### config.mk
export PLATFORM = sky130hd
export DESIGN_NAME = sipo_deserializer
export DESIGN_NICKNAME = d
export VERILOG_FILES = /design/src/rtl/sipo_deserializer.sv
export SDC_FILE = /design/constraint.sdc
export NUM_CORES = 1
export LEC_CHECK = 0
export CORE_MARGIN = 4
export CORE_UTILIZATION = 44
export CTS_CLUSTER_DIAMETER = 50
export DETAILED_ROUTE_END_ITERATION = 8
export PLACE_DENSITY = 0.73
export REMOVE_ABC_BUFFERS = 1
export SLEW_MARGIN = 10
export SYNTH_ARGS = -nofsm -noshare
export SYNTH_HDL_FRONTEND = slang
export SYNTH_SLANG_ARGS = --single-unit
### constraint.sdc
create_clock -name clk -period 1.6 [get_ports clk]
set_input_delay 0.32 -clock clk [delete_from_list [all_inputs] [get_ports clk]]
set_output_delay 0.32 -clock clk [all_outputs]
set_load 0.01 [all_outputs]
### src/rtl/sipo_deserializer.sv
// sipo_deserializer: serial-in parallel-out word assembler with a one-word output register,
// sticky overrun/frame error flags and configurable bit order.
module sipo_deserializer #(
    parameter int N         = 8,
    parameter bit MSB_FIRST = 1
) (
    input  logic         clk,
    input  logic         reset,
    input  logic         bit_in,
    input  logic         bit_valid,
    input  logic         frame_start,
    input  logic         out_ready,
    input  logic         clear_err,
    output logic [N-1:0] out_data,
    output logic         out_valid,
    output logic         busy,
    output logic         overrun,
    output logic         frame_err
);
    localparam int CW = $clog2(N + 1);
    typedef enum logic {IDLE, SHIFT} state_t;
    state_t        state_q, state_d;
    logic [CW-1:0] cnt_q, cnt_d, cnt_next;
    logic [N-1:0]  shreg_q, shreg_d, data_q, data_d, shifted, first;
    logic          valid_q, valid_d, ovr_q, ovr_d, ferr_q, ferr_d;
    logic          accept, done, free;
    always_comb begin
        shifted  = MSB_FIRST ? {shreg_q[N-2:0], bit_in} : {bit_in, shreg_q[N-1:1]};
        first    = MSB_FIRST ? {{(N-1){1'b0}}, bit_in} : {bit_in, {(N-1){1'b0}}};
        accept   = bit_valid && (frame_start || state_q == SHIFT);
        cnt_next = frame_start ? CW'(1) : cnt_q + CW'(1);
        done     = accept && cnt_next == CW'(N);
        free     = !valid_q || out_ready;
        state_d  = accept ? (done ? IDLE : SHIFT) : state_q;
        cnt_d    = accept ? (done ? '0 : cnt_next) : cnt_q;
        shreg_d  = accept ? (frame_start ? first : shifted) : shreg_q;
        data_d   = (done && free) ? shifted : data_q;
        valid_d  = (done && free) || (valid_q && !out_ready);
        // a pending set beats a simultaneous clear_err
        ovr_d    = (done && !free) || (ovr_q && !clear_err);
        ferr_d   = (bit_valid && frame_start && state_q == SHIFT) || (ferr_q && !clear_err);
    end
    always_ff @(posedge clk) begin
        if (reset) begin
            state_q <= IDLE;
            cnt_q   <= '0;
            shreg_q <= '0;
            data_q  <= '0;
            valid_q <= 1'b0;
            ovr_q   <= 1'b0;
            ferr_q  <= 1'b0;
        end else begin
            state_q <= state_d;
            cnt_q   <= cnt_d;
            shreg_q <= shreg_d;
            data_q  <= data_d;
            valid_q <= valid_d;
            ovr_q   <= ovr_d;
            ferr_q  <= ferr_d;
        end
    end
    assign out_data  = data_q;
    assign out_valid = valid_q;
    assign busy      = state_q == SHIFT;
    assign overrun   = ovr_q;
    assign frame_err = ferr_q;
endmodule

==> flow_summary.ini <==
[status]
status = finished clean

[global_route]
grt_max_degree = 32
grtUsageTotal = 0.140
grt.overflow.total = 0
grt_pass1_vias = 781
grt_first_pass_wirelength_um = 3430
antenna_found_initial = 0

[synthesis]
seq_area_frac_synth = 0.469
ys_types = 26
synth_cells = 100
ys_ff_latch = 23
avgSynthCellArea_um2 = 9.82
synth_area_um2 = 982
yosysWarningCount = 0

[worst_setup_path]
critical_path.top_delay_family = buffers and inverters
r2r-start = cnt_q[1]
startpoint_type = flop
critical_path.max_stage_delay_ns = 0.54
cp.buffers_inverters = 1
path_cells = clkdlybuf4s50_1
rr_worst_depth = 5
cp-end-kind = primary output
arrival_ns = 1.21
crit_required_ns = 1.28
crit_slowest_cell = clkdlybuf4s50_1
cp_max_fo = 2
r2r-end = overrun
criticalPathCategory = reg -> out
r2r_setup_slack_ns = 0.07

[floorplan]
start_util = 0.481
core_area_mm2 = 0.00204
die_area_mm2 = 0.00305
ios = 19
fp.dieH_um = 55.2
num_rows = 16
die_w_um = 55.2

[timing]
max_freq_ghz = 0.652
fin_tns_setup_ns = 0
relSlewSlack = 0.818
setup_viol = 0
rsz0062_at_grt = false
hold_violations = 0
tightestPinTransition_ns = 0.273
clock_skew_ns = 0.00276
finalCritPeriodShare = 0.958
min_period_ns = 1.53
finalMaxSlewViolations = 0

[clock_network]
clk_pin_slew_ns = 0.13
cts_buffer_depth = 2
clockRootBuffer = clkbuf_4
clock-sinks = 23
cts_tree = done
htreeDepth = 1
numCtsBuffers = 3
insertion_delay_ns = 0.32
cts_hold_buf = 0

[finish]
register_area_um2 = 467
multi_input_area_um2 = 510
finalNonFillerCells = 155
fill_cells = 176
final_cell_area_mm2 = 0.00133
num_antenna_cells = 0
nNetsFinal = 137
final_util = 0.650
final_cell_mix = dfxtp_1, nand2b_1, clkdlybuf4s50_1, nor2_1
area_growth_pct = 35.0
drive_above_1_share = 0.219
final_common_cell = dfxtp_1

[routing]
via_per_inst = 5.12
dr.pass1.iters = 4
drc = 0
drtIter0Drc = 21
drt-total-wl_um = 1970
routedWlPerCell_um = 12.7
vias = 794
ant_nets = 0

[placed_design]
gp_congestion = 0.711
portBuffers = 18
place_area_mm2 = 0.00127
dpl.cell_count = 150
dp_hpwl_um = 1350

[job]
maxCapViolCount = 0

[worst_hold_path]
hold_end = out_data[0]
hold_path.class = reg -> reg
worst_hold_startpoint = out_data[0]
whs_path_depth = 2

[pwr]
ir_drop_v = 0.000478
finalPower_uw = 954
powerDensity_mw_per_mm2 = 719
power_leakage_uw = 0.000496
[worst max path at each step]
stage / from / end / slack, ns / cells past startpoint
floorplan: cnt_q[0] / out_data[0] / 0.03 / 5
global placement: out_ready / overrun / -0.13 / 4
detailed placement: out_ready / overrun / -0.18 / 4
CTS: cnt_q[1] / out_data[5] / 0.01 / 6
global route: overrun / overrun / 0.005 / 1
finish: overrun / overrun / 0.07 / 1
[power breakdown]
group	leakage, µW	switching [µW]	internal, µW
logic	0.000291	42.7	51.2
registers	0.000187	6.33	579
clock network	0.0000177	181	93.8
[sequential cells by signal (all words and copies together) (netlist names)]
register,flops
overrun,1
shreg_q,7
busy,1
cnt_q,4
out_data,8
frame_err,1
out_valid,1
[what timing repair did]
item	in CTS	in global routing
endpoints found under the setup margin	3	12
buffers inserted	0	1
resized for setup	5	6
cloned	0	0
pin swaps	0	2
[per-layer routing]
layer,track usage,vias to the layer above,share of wire
li1,-,400,-
met1,0.164,366,0.46
met2,0.225,21,0.46
met3,0.0466,7,0.053
met4,0.0729,0,0.027
met5,0,-,0
[area by class of cell]
cell class,count,area share
clock buffers,3,0.0170
flip-flops and latches,23,0.352
inverters,1,0.00283
clock inverters,1,0.00377
well taps,27,0.0255
repair buffers,28,0.214
multi-input cells,72,0.385
[logic make-up (layout without fill, tap and decap cells)]
kind of cell	count (synthesis)	after routing	synth area share
buffers and inverters	5	33	0.0242
adders and majority gates	1	1	0.0127
muxes	9	9	0.0917
xor gates and xnor gates	2	2	0.0255
and+or+nand+nor	42	42	0.259
AOI/OAI and AO/OA	18	18	0.118
DFF	23	23	0.469
[per-stage QoR]
step	hold slack (ns)	setup slack (ns)
final	0.480	0.0666
after global routing	0.504	0.00455
after CTS	0.484	0.0148
after detailed placement	0.466	-0.180
after global placement	0.458	-0.135
after floorplan	0.389	0.0333
[cell usage after synthesis]
cell type | instances | share of area
a211oi_1 | 1 | 0.0076
a21oi_1 | 7 | 0.036
a22oi_1 | 7 | 0.054
and2b_1 | 1 | 0.0076
buf_4 | 1 | 0.0076
clkbuf_1 | 2 | 0.0076
clkbuf_2 | 1 | 0.0051
dfxtp_1 | 23 | 0.47
ha_1 | 1 | 0.013
inv_1 | 1 | 0.0038
mux2i_1 | 9 | 0.092
nand2_1 | 3 | 0.011
nand2b_1 | 18 | 0.11
nand3_1 | 2 | 0.010
nand3_2 | 2 | 0.020
nand3b_1 | 2 | 0.015
nor2_1 | 10 | 0.038
nor3_4 | 1 | 0.017
o21ai_0 | 1 | 0.0051
o21ai_2 | 1 | 0.0089
o31ai_1 | 1 | 0.0076
or2b_2 | 1 | 0.0089
or3_2 | 1 | 0.0076
or4_1 | 1 | 0.0076
xnor2_1 | 1 | 0.0089
xor2_2 | 1 | 0.017
Note: power is estimated with default switching activity, not from simulation.
